--- config.mk ---
export PLATFORM = sky130hd
export DESIGN_NAME = hash_uart_tx
export DESIGN_NICKNAME = d
export VERILOG_FILES = /design/src/rtl/hash_uart_tx.sv
export SDC_FILE = /design/constraint.sdc
export NUM_CORES = 1
export LEC_CHECK = 0
export ABC_CLOCK_PERIOD_IN_PS = 3700
export CORE_MARGIN = 2
export CORE_UTILIZATION = 30
export DETAILED_ROUTE_END_ITERATION = 16
export PLACE_DENSITY = 0.63
export SYNTH_ARGS = -nofsm -noshare
export SYNTH_HDL_FRONTEND = slang
export SYNTH_SLANG_ARGS = --single-unit
--- constraint.sdc ---
create_clock -name clk -period 3.7 [get_ports clk]
set_input_delay 0.37 -clock clk [delete_from_list [all_inputs] [get_ports clk]]
set_output_delay 0.37 -clock clk [all_outputs]
set_load 0.005 [all_outputs]
--- src/rtl/hash_uart_tx.sv ---
// Serialises a right-aligned digest of d bits as ceil(d/8) 8N1 UART frames, MSB byte first.
// Latency: TxD start bit two cycles after transmit rises; frames are 10 bit times plus one idle cycle.
// Backpressure: none; transmit edges while a sequence is in flight, or in the done cycle, are dropped.
// Ports: clk, reset (async active-low), transmit (level, rising edge starts), d (digest bits),
//        data (digest, bit 0 = LSB), TxD (serial line, idle high), busy (sequence in flight),
//        done (one-cycle pulse at sequence end).
module hash_uart_tx #(
  parameter int CLKS_PER_BIT = 10417,
  parameter int DATA_W       = 512
) (
  input  logic              clk,
  input  logic              reset,
  input  logic              transmit,
  input  logic [15:0]       d,
  input  logic [DATA_W-1:0] data,
  output logic              TxD,
  output logic              busy,
  output logic              done
);

  localparam int MAX_BYTES = DATA_W / 8;
  localparam int BYTE_W    = $clog2(MAX_BYTES) + 1;
  localparam int CNT_W     = $clog2(CLKS_PER_BIT);

  localparam logic [CNT_W-1:0]  CNT_MAX = CNT_W'(CLKS_PER_BIT - 1);
  localparam logic [CNT_W-1:0]  CNT_ONE = CNT_W'(1);
  localparam logic [BYTE_W-1:0] BYTE_ONE = BYTE_W'(1);
  localparam logic [BYTE_W-1:0] BYTE_MAX = BYTE_W'(MAX_BYTES);

  typedef enum logic [2:0] {IDLE, START, DATA, STOP, NEXT} state_t;

  state_t              state_q, state_d;
  logic [CNT_W-1:0]    cnt_q, cnt_d;
  logic [2:0]          bit_q, bit_d;
  logic [BYTE_W-1:0]   byte_cnt_q, byte_cnt_d;
  logic [BYTE_W-1:0]   nbytes_q, nbytes_d;
  logic [DATA_W-1:0]   data_q, data_d;
  logic                tx_q, tx_d;
  logic                done_q, done_d;

  // transmit synchroniser and edge history. The _vld flags mark that each
  // register holds a genuine post-reset sample, so a level already high when
  // reset releases is not mistaken for a rising edge.
  logic sync_q, prev_q, sync_vld_q, prev_vld_q;

  logic              edge_det;
  logic              accept;
  logic              bit_end;
  logic [BYTE_W-1:0] nb_in;
  logic [BYTE_W-1:0] byte_idx;
  logic [7:0]        cur_byte;

  assign edge_det = sync_q & ~prev_q & prev_vld_q;
  assign accept   = edge_det & (state_q == IDLE) & ~done_q;
  assign bit_end  = (cnt_q == CNT_MAX);

  // ceil(d/8), clamped to the bus width. Overflow of d+7 only occurs for d
  // far above DATA_W, where the clamp branch is taken anyway.
  assign nb_in = (d > 16'(DATA_W)) ? BYTE_MAX : BYTE_W'((d + 16'd7) >> 3);

  // Byte k of the sequence sits at byte position nbytes-1-k of the latched word.
  assign byte_idx = nbytes_q - byte_cnt_q - BYTE_ONE;
  assign cur_byte = 8'(data_q >> {byte_idx, 3'b000});

  always_comb begin
    state_d    = state_q;
    cnt_d      = cnt_q + CNT_ONE;
    bit_d      = bit_q;
    byte_cnt_d = byte_cnt_q;
    nbytes_d   = nbytes_q;
    data_d     = data_q;
    tx_d       = 1'b1;
    done_d     = 1'b0;
    case (state_q)
      IDLE: begin
        cnt_d = '0;
        if (accept) begin
          data_d     = data;
          nbytes_d   = nb_in;
          byte_cnt_d = '0;
          bit_d      = '0;
          if (nb_in != '0) begin
            state_d = START;
            tx_d    = 1'b0;
          end else begin
            done_d = 1'b1;
          end
        end
      end
      START: begin
        tx_d = 1'b0;
        if (bit_end) begin
          state_d = DATA;
          cnt_d   = '0;
          bit_d   = '0;
          tx_d    = cur_byte[0];
        end
      end
      DATA: begin
        tx_d = cur_byte[bit_q];
        if (bit_end) begin
          cnt_d = '0;
          if (bit_q == 3'd7) begin
            state_d = STOP;
            tx_d    = 1'b1;
          end else begin
            bit_d = bit_q + 3'd1;
            tx_d  = cur_byte[bit_q + 3'd1];
          end
        end
      end
      STOP: begin
        if (bit_end) begin
          state_d    = NEXT;
          cnt_d      = '0;
          byte_cnt_d = byte_cnt_q + BYTE_ONE;
        end
      end
      NEXT: begin
        cnt_d = '0;
        if (byte_cnt_q < nbytes_q) begin
          state_d = START;
          tx_d    = 1'b0;
        end else begin
          state_d = IDLE;
          done_d  = 1'b1;
        end
      end
      default: begin
        state_d = IDLE;
        cnt_d   = '0;
      end
    endcase
  end

  always_ff @(posedge clk or negedge reset) begin
    if (!reset) begin
      state_q    <= IDLE;
      cnt_q      <= '0;
      bit_q      <= '0;
      byte_cnt_q <= '0;
      nbytes_q   <= '0;
      data_q     <= '0;
      tx_q       <= 1'b1;
      done_q     <= 1'b0;
      sync_q     <= 1'b0;
      prev_q     <= 1'b0;
      sync_vld_q <= 1'b0;
      prev_vld_q <= 1'b0;
    end else begin
      state_q    <= state_d;
      cnt_q      <= cnt_d;
      bit_q      <= bit_d;
      byte_cnt_q <= byte_cnt_d;
      nbytes_q   <= nbytes_d;
      data_q     <= data_d;
      tx_q       <= tx_d;
      done_q     <= done_d;
      sync_q     <= transmit;
      prev_q     <= sync_q;
      sync_vld_q <= 1'b1;
      prev_vld_q <= sync_vld_q;
    end
  end

  assign TxD  = tx_q;
  assign busy = (state_q != IDLE);
  assign done = done_q;

endmodule

======== Word level (Yosys, flattened, before mapping) ========
Index checks and enable logic that the tools add are counted.
storage, ports and cells
  register bits after elaboration ......... 552
  bits in latches ......................... 0
  bits in writable memories ............... 0
  ROM bits ................................ 0
  bits of input ports ..................... 531
  output and inout bits ................... 3
  logic and storage cells ................. 84
  memories ................................ 0
cells by class
  $add $sub $neg .......................... 6
  multiply operators ...................... 0
  div/mod/pow operators ................... 0
  order comparisons ....................... 4
  eq/ne operators ......................... 13
  shift operators ......................... 1
  multiplexer cells ....................... 32
  bitwise gates (word level) .............. 6
  reductions and logical operators ........ 10
operators with widths
  operator                                                          count
  >> shifter 512 x 10 -> 8 bit                                      1
  two-way mux 3 bit                                                 10
  two-way mux 14 bit                                                2
  two-way mux 7 bit                                                 3
  greater-than comparator 16 x 10 -> 1 bit (second input constant)  1
  case mux 3 bit (5 select lines)                                   1
  adder 14 x 1 -> 14 bit (second input constant)                    1
  == test 14 bit (second input constant)                            1
  case mux 7 bit (2 select lines)                                   1
  != test 2 bit (second input constant)                             6
  adder 10 x 3 -> 10 bit (second input constant)                    1
  two-way mux 1 bit                                                 10
  case mux 3 bit (3 select lines)                                   1
  < comparator 3 x 4 -> 1 bit (second input constant)               2
  adder 7 x 1 -> 7 bit (second input constant)                      1
  < comparator 7 bit                                                1
  nonzero test 7 bit                                                1
  subtractor 7 x 1 -> 7 bit (second input constant)                 1
  subtractor 7 bit                                                  1
  binary-select mux 1 bit (select 3 bit)                            2
  == test 3 x 2 -> 1 bit (second input constant)                    2
  == test 3 bit (second input constant)                             2
  AND reduction 6 bit                                               1
  nonzero test 3 bit                                                2
  13 further kinds                                                  17

======== Logic depth before layout (Yosys ltp) ========
Gate-level depths: netlist (run 1).
  depth in word-level cells ............... 8
  gate-level depth with buffers ........... 16
  depth with buffers taken out ............ 13

======== Worst setup path before layout (run 1) ========
OpenSTA, ideal clock, no wires.
  path kind ............................... reg2reg
  start point ............................. reg byte_cnt_q[0]
  end point ............................... reg tx_q (netlist: TxD)
  arrival time ............................ 3422 ps
  required time ........................... 3619 ps
  setup slack ............................. 197 ps
  stages on the path, launching flop included .. 14
  buffers on the path ..................... 3
  clock period less this slack ............ 3503 ps
  cells stage by stage .................... dfrtp_1 inv_1 ha_1 fa_1 buf_6 buf_4 buf_2 mux4_2 mux4_2 mux2i_1 mux2i_1 a2111o_1 o221a_2 a2bb2oi_2
between the ends
  cells in the longest elaborated chain, start to end .. 8
  elaborated cells between the ends (all ways) .. 13
  those cells by class .................... 2 x add/sub; 1 x order compare; 1 x shift; 9 x mux
ends and longest elaborated chain
  item                                     RTL line  RTL
  start, declared                          35        logic [BYTE_W-1:0] byte_cnt_q, byte_cnt_d;
  start signal, assigned                   154       byte_cnt_q <= byte_cnt_d;
  subtractor 7 bit                         62        assign byte_idx = nbytes_q - byte_cnt_q - BYTE_ONE;
  subtractor 7 x 1 -> 7 bit                62
  >> shifter 512 x 10 -> 8 bit             63        assign cur_byte = 8'(data_q >> {byte_idx, 3'b000});
  binary-select mux 1 bit (select 3 bit)   108       tx_d = cur_byte[bit_q + 3'd1];
  two-way mux 1 bit (implied by the code)  108
  two-way mux 1 bit                        103       if (bit_q == 3'd7) begin
  two-way mux 1 bit                        101       if (bit_end) begin
  case mux 1 bit (4 select lines) (*)      74        case (state_q)
  named net tx_d                           38        logic tx_q, tx_d;
  end signal, assigned                     157       tx_q <= tx_d;
  end, declared                            38
The timed path passes the listed nets; every way through them passes the cells marked *. The select of a mux whose other input is x is not followed.
A chain may end at the register's enable or synchronous reset.

======== Worst setup path in the final report (run 1) ========
  start point ............................. reg nbytes_q[0]
  end point ............................... reg tx_q (netlist: TxD)
between the ends
  cells in the longest elaborated chain, start to end .. 8
  elaborated cells between the ends (all ways) .. 13
  those cells by class .................... 2 x add/sub; 1 x order compare; 1 x shift; 9 x mux
ends and longest elaborated chain
  item                                     RTL line  RTL
  start, declared                          36        logic [BYTE_W-1:0] nbytes_q, nbytes_d;
  start signal, assigned                   155       nbytes_q <= nbytes_d;
  subtractor 7 bit                         62
  subtractor 7 x 1 -> 7 bit                62
  >> shifter 512 x 10 -> 8 bit             63
  binary-select mux 1 bit (select 3 bit)   108
  two-way mux 1 bit (implied by the code)  108
  two-way mux 1 bit                        103
  two-way mux 1 bit                        101
  case mux 1 bit (4 select lines) (*)      74
  named net tx_d                           38
Marks and branches as above.

==> results.py, run 1 <==
metrics = {
    "global_route": {
        "grt_overflow": 0,
        "grt_pass1_wl_um": 146000,
        "antenna_found_initial": 11,
        "grt_max_degree": 146,
        "grt_pass1_vias": 22100,
        "grt_use_total_pct": 22.3,
    },
    "synth": {
        "ys_seq_area_share_pct": 53.2,
        "yosys.cell_count.top_type": "nand2_1",
        "synth-warning-count": 0,
        "synth_common_cells": "nand2_1, dfrtp_1, mux4_2",
        "syn-cell-area_um2": 26000,
        "synth_seq_cells": 552,
        "yosys.area_share.simple_pct": 25.3,
        "synth_cells": 2718,
        "yosysUniqueCellTypes": 80,
        "yosysTopAreaCell": "dfrtp_1",
        "ys.flop_type": "dfrtp_1",
        "ys_async_sr_fraction_pct": 100,
        "synth_nets": 3268,
        "synthMuxAreaShare_pct": 14.1,
        "synth_compound_area_share_pct": 2.09,
        "synth_top_area_share_pct": 53.1,
        "synth-xor-area-share_pct": 0.915,
        "avgSynthCellArea_um2": 9.55,
        "ys_top_cells_by_area": "dfrtp_1, nand2_1, mux4_2",
        "synth-edff-count": 0,
        "synth_top_family_by_area": "simple AND/OR/NAND/NOR gates",
        "synthAdderAreaFrac_pct": 0.944,
    },
    "finish": {
        "drive_gt1_share_pct": 12.2,
        "n_antenna_cell": 0,
        "nNetsFinal": 3821,
        "regArea_um2": 13800,
        "fillers": 8467,
        "multiInputGateArea_um2": 11400,
        "design_area_um2": 35600,
        "area_growth_pct": 37.1,
    },
    "placed_design": {
        "gp_congestion": 0.904,
        "place_area_um2": 33100,
        "dpl.hpwl_um": 78300,
        "port_buffers": 533,
    },
    "setup_path": {
        "r2r-end": "TxD",
        "rrSetupSlack_ns": -0.23,
        "cp-end-kind": "flip-flop",
        "crit_type": "flip-flop to flip-flop",
        "cp_data_arrival_time_ns": 4.50,
        "cp_max_fo": 12,
        "reg2reg_depth": 13,
        "r2r_start": "nbytes_q[0]",
        "startpoint": "nbytes_q[0]",
        "critPathRequiredTime_ns": 4.26,
        "start_kind": "flip-flop",
    },
    "route": {
        "wl_per_cell_um": 22.8,
        "vias_per_cell": 4.84,
        "drt_iter0_drc": 1789,
        "postRouteWirelength_um": 102000,
        "wl_met3_um": 7200,
        "num_vias": 21600,
        "highest_layer": "met5",
        "final_antenna_net_count": 0,
        "wl_met1_um": 40500,
        "routed-wl-met2_um": 48800,
        "first_pass_iters": 5,
        "drc": 0,
    },
    "worst_hold_path": {
        "whs_path_depth": 1,
        "min_from": "transmit",
        "hp-class": "primary input to flip-flop",
        "min_to": "sync_q",
    },
    "die": {
        "chipHeight_um": 298,
        "core_um2": 85400,
        "dieArea_um2": 88900,
        "initial_core_util_pct": 30.4,
        "fp-row-count": 107,
        "die_w_um": 298,
        "io_pins": 534,
    },
    "power_and_ir_drop": {
        "p_leak_nw": 14.8,
        "p_per_area_nw_per_um2": 371,
        "power_mw": 13.2,
        "ir_worst_vdd_uv": 382,
    },
    "sta": {
        "fin_crit_sh_pct": 106,
        "setup_viol": 1,
        "rsz0062_at_grt": "true",
        "skew_ns": 0.0319,
        "fin_crit_ns": 3.93,
        "hold_viol_final": 0,
        "clock.fmax_mhz": 254,
        "slew_violations": 0,
        "worst_slack_ns": -0.232,
        "timing.hold.ws_ns": 0.218,
        "max_slew_margin_pct": 27.5,
        "worst_pin_slew_ns": 1.08,
    },
    "clock_tree": {
        "h-tree-depth": 2,
        "cts_buffer_depth": 3,
        "clkLatencyLatePin_ns": 0.64,
        "numCtsBuffers": 60,
        "cts_tree": "done",
        "clock-root-buffer": "clkbuf_16",
        "clkTransAtPathRegs_ns": 0.06,
        "cts.sinks": 552,
    },
    "outcome": {
        "failed_checks": "negative setup slack",
        "status": "finished with violations",
    },
    "run": {
        "drv_cap": 0,
    },
}
==> cells by family after synthesis <==
group	Yosys count
and+or+nand+nor	1689
other	1
xor gates and xnor gates	25
AOI/OAI and AO/OA	72
adders and majority gates	19
buffers and inverters	183
muxes	177
DFF	552
==> flip-flops by register name (all words and copies together), names as in the netlist <==
| name | count |
|---|---|
| byte_cnt_q | 7 |
| prev_vld_q | 1 |
| cnt_q | 14 |
| data_q | 512 |
| sync_vld_q | 1 |
| state_q | 3 |
| bit_q | 3 |
| nbytes_q | 7 |
| TxD | 1 |
| prev_q | 1 |
| done | 1 |
| sync_q | 1 |
==> placed cells by master (no fill, tap or decap), drive strengths merged, types with 6 or more instances in the layout <==
cell,Yosys,layout
dfrtp,551,551
nor2b,10,10
xnor2,12,12
inv,21,23
nand3,11,11
a2111oi,6,6
a21oi,11,11
mux4,149,149
xor2,13,13
mux2i,25,25
nor3,11,11
and3,7,7
bufinv,0,9
buf,40,115
o22ai,8,8
clkbuf,122,86
nor2,37,37
nand4,6,6
o21ai,12,12
clkdlybuf4s50,0,532
nand2,1572,1572
nand2b,7,7
ha,18,18
clkinv,0,13
a211oi,7,7
==> power by group <==
group	switching (mW)	internal, mW	leakage, nW
clock network	2.59	3.80	1.02
logic	0.245	0.516	8.86
registers	0.000531	6.04	4.97
total	2.84	10.4	14.8
==> critical path: stages, from the launching register on <==
cell and delay, ns:
dfrtp_1 0.41, ha_4 0.18, fa_4 0.92, buf_12 0.19
buf_4 0.13, mux4_2 0.49, mux2i_1 0.16, buf_4 0.15
a2111oi_2 0.06, or4_4 0.56, mux2i_2 0.18, o221ai_2 0.13
o211a_1 0.15, a2bb2oi_2 0.13
==> how the worst max path moves through the flow <==
stage	end	cells past startpoint	slack, ns
floorplan	TxD	13	0.20
global placement	TxD	14	-0.25
detailed placement	TxD	14	-0.28
CTS	TxD	14	-0.27
global route	TxD	14	-0.33
finish	TxD	13	-0.23
==> metal layers <==
metal / track usage [%] / vias to the layer above
li1: - / 9897
met2: 36.6 / 829
met3: 5.16 / 213
met5: 0 / -
met4: 9.97 / 22
met1: 27.9 / 10600
==> area by class of cell <==
class / count / share of cell area, %
inverters: 21 / 0.221
multi-input cells: 1983 / 32.1
clock inverters: 25 / 1.11
clock buffers: 81 / 4.72
repair buffers: 653 / 19.1
flip-flops and latches: 552 / 38.8
well taps: 1144 / 4.02
==> through the flow <==
step	cells	setup TNS, ns	setup WS, ns	util [%]
after floorplan	2718	0	0.197	-
after CTS	4439	-0.265	-0.265	41.2
after global routing	4459	-0.325	-0.325	41.7
after detailed placement	4332	-0.275	-0.275	38.7
after global placement	4332	-0.245	-0.245	38.7
final	4459	-0.232	-0.232	41.7
==> what timing repair did <==
item / in CTS / in global routing
buffers inserted: 0 / 14
pin swaps: 0 / 11
hold buffers: 1 / 0
endpoints found under the hold margin: 69 / 0
cloned: 0 / 6
setup endpoints to repair: 1 / 1
resized for setup: 6 / 28
(Power assumes the default switching activity.)
==> run 2: changes to the inputs <==
--- a/config.mk
+++ b/config.mk
@@ -6,7 +6,6 @@
 export NUM_CORES = 1
 export LEC_CHECK = 0
 export ABC_CLOCK_PERIOD_IN_PS = 3700
-export CORE_MARGIN = 2
 export CORE_UTILIZATION = 30
 export DETAILED_ROUTE_END_ITERATION = 16
 export PLACE_DENSITY = 0.63
==> results.py, run 2 (same netlist as run 1, synthesis figures left out) <==
metrics = {
    "global_route": {
        "antenna_found_initial": 3,
        "grt_max_degree": 168,
        "grt_pass1_vias": 22100,
        "grt_overflow": 0,
        "grt_pass1_wl_um": 145000,
        "grt_use_total_pct": 22.6,
    },
    "setup_path": {
        "critPathRequiredTime_ns": 4.28,
        "r2r_start": "nbytes_q[0]",
        "rrSetupSlack_ns": -0.15,
        "r2r-end": "TxD",
        "cp_max_fo": 5,
        "startpoint": "nbytes_q[0]",
        "cp_data_arrival_time_ns": 4.43,
        "start_kind": "flip-flop",
        "reg2reg_depth": 12,
        "crit_type": "flip-flop to flip-flop",
        "cp-end-kind": "flip-flop",
        "endpoint": "TxD",
    },
    "sta": {
        "slew_violations": 0,
        "worst_pin_slew_ns": 1.09,
        "skew_ns": 0.0533,
        "hold_viol_final": 0,
        "clock.fmax_mhz": 260,
        "fin_crit_ns": 3.85,
        "fin_crit_sh_pct": 104,
        "fin_tns_setup_ns": -0.152,
        "timing.hold.ws_ns": 0.219,
        "max_slew_margin_pct": 26.9,
        "rsz0062_at_grt": "true",
        "setup_viol": 1,
        "worst_slack_ns": -0.152,
    },
    "die": {
        "io_pins": 534,
        "die_w_um": 296,
        "core_um2": 85400,
        "dieArea_um2": 87700,
        "chipHeight_um": 296,
        "fp-row-count": 107,
        "initial_core_util_pct": 30.4,
    },
    "outcome": {
        "status": "finished with violations",
        "failed_checks": "negative setup slack",
    },
    "power_and_ir_drop": {
        "p_int_mw": 10.2,
        "ir_worst_vdd_uv": 371,
        "power_mw": 13.1,
        "p_sw_share_pct": 22.3,
        "combinationalPowerShare_pct": 5.9,
        "pwr-share-seq_pct": 46.2,
        "p_per_area_nw_per_um2": 366,
        "clock_power_share_pct": 47.9,
        "power_switching_mw": 2.91,
        "p_leak_nw": 14.8,
    },
    "clock_tree": {
        "numCtsBuffers": 61,
        "clock-root-buffer": "clkbuf_16",
        "clkTransAtPathRegs_ns": 0.06,
        "cts.sinks": 552,
        "cts_tree": "done",
        "cts_buffer_depth": 3,
        "h-tree-depth": 2,
        "clkLatencyLatePin_ns": 0.66,
    },
    "finish": {
        "fillers": 8390,
        "fin_util_pct": 41.8,
        "design_area_um2": 35700,
        "largest_reg_flops": 512,
        "max_flop_register": "data_q",
        "area_growth_pct": 37.4,
        "regArea_um2": 13800,
        "multiInputGateArea_um2": 11500,
        "layout_common_cells": "nand2_1, dfrtp_1, clkdlybuf4s50_1, mux4_2",
        "fin_cells": 4460,
        "layout_commonest_cell": "nand2_1",
        "drive_gt1_share_pct": 12.8,
        "nNetsFinal": 3815,
        "reg_top3": "data_q: 512 flops, cnt_q: 14 flops",
    },
    "placed_design": {
        "dp_cells": 4317,
        "dpl.hpwl_um": 76500,
        "dp_worst_setup_slack_ns": -0.299,
        "place_area_um2": 33000,
        "port_buffers": 533,
        "gp_congestion": 0.926,
    },
    "route": {
        "num_vias": 21700,
        "drt_iter0_drc": 1748,
        "drc": 0,
        "first_pass_iters": 7,
        "postRouteWirelength_um": 99800,
        "wl_per_cell_um": 22.4,
        "vias_per_cell": 4.86,
        "final_antenna_net_count": 0,
    },
    "run": {
        "drv_cap": 0,
    },
    "worst_hold_path": {
        "hp-class": "primary input to flip-flop",
    },
}
-- run 2: cell count changes in the layout (fill, tap and decap cells not counted), moves of 4 or more --
cell,previous run,this run
clkinv_2,9,13
mux2i_2,1,6
mux2i_1,22,16
clkbuf_8,10,18
bufinv_16,9,3
clkinvlp_4,1,5
buf_4,75,63
buf_12,33,38
-- run 2: layout make-up --
class | instances | share of cell area, %
sequential | 552 | 38.7
clock inverter | 26 | 0.744
clock buffer | 87 | 5.06
inverter | 21 | 0.221
tap | 1144 | 4.01
timing repair buffer | 646 | 19.0
antenna | 1 | 0.00702
multi-input combinational | 1983 | 32.3
-- run 2: power groups by stage --
| stage | combinational (mW) | clock, mW | sequential, mW |
|---|---|---|---|
| 6_report | 0.772 | 6.26 | 6.04 |
| 5_1_grt | 0.825 | 6.56 | 6.04 |
| 4_1_cts | 0.787 | 6.33 | 6.04 |
| 3_5_place_dp | 0.780 | 0 | 6.15 |
| 3_3_place_gp | 0.776 | 0 | 6.15 |
| 2_1_floorplan | 0.0148 | 0 | 6.15 |
-- run 2: routing by layer --
metal  track usage, %  routed length (um)  vias up
li1                 -                   -     9882
met1             28.8               40200    10800
met2             37.2               48500      849
met3             4.65                6780      185
met4             9.50                4250        6
met5                0                  41        -
-- run 2: critical path: stages (launching register included) --
cell and delay (ns):
dfrtp_1 0.41, ha_4 0.18, fa_4 0.82, buf_6 0.14, buf_8 0.13, mux4_2 0.53
a211oi_4 0.33, a2111oi_4 0.07, or4_4 0.56, mux2i_2 0.18, o221ai_2 0.12, o211a_1 0.15
a2bb2oi_2 0.13
-- run 2: worst min-delay path by stage --
stage | start | end | slack, ns | cells after the start
floorplan | reset | bit_q[0] | 0.07 | 0
global placement | sync_vld_q | prev_vld_q | 0.34 | 0
detailed placement | sync_vld_q | prev_vld_q | 0.34 | 0
CTS | transmit | sync_q | 0.20 | 1
global route | transmit | sync_q | 0.22 | 1
finish | transmit | sync_q | 0.22 | 1
-- run 2: what timing repair did --
action / in CTS / in global routing
hold endpoints to repair: 44 / 0
setup endpoints to repair: 1 / 1
buffers inserted: 14 / 14
gates resized for setup: 33 / 37
cloned: 3 / 2
pin swaps: 7 / 16
hold buffers: 1 / 0
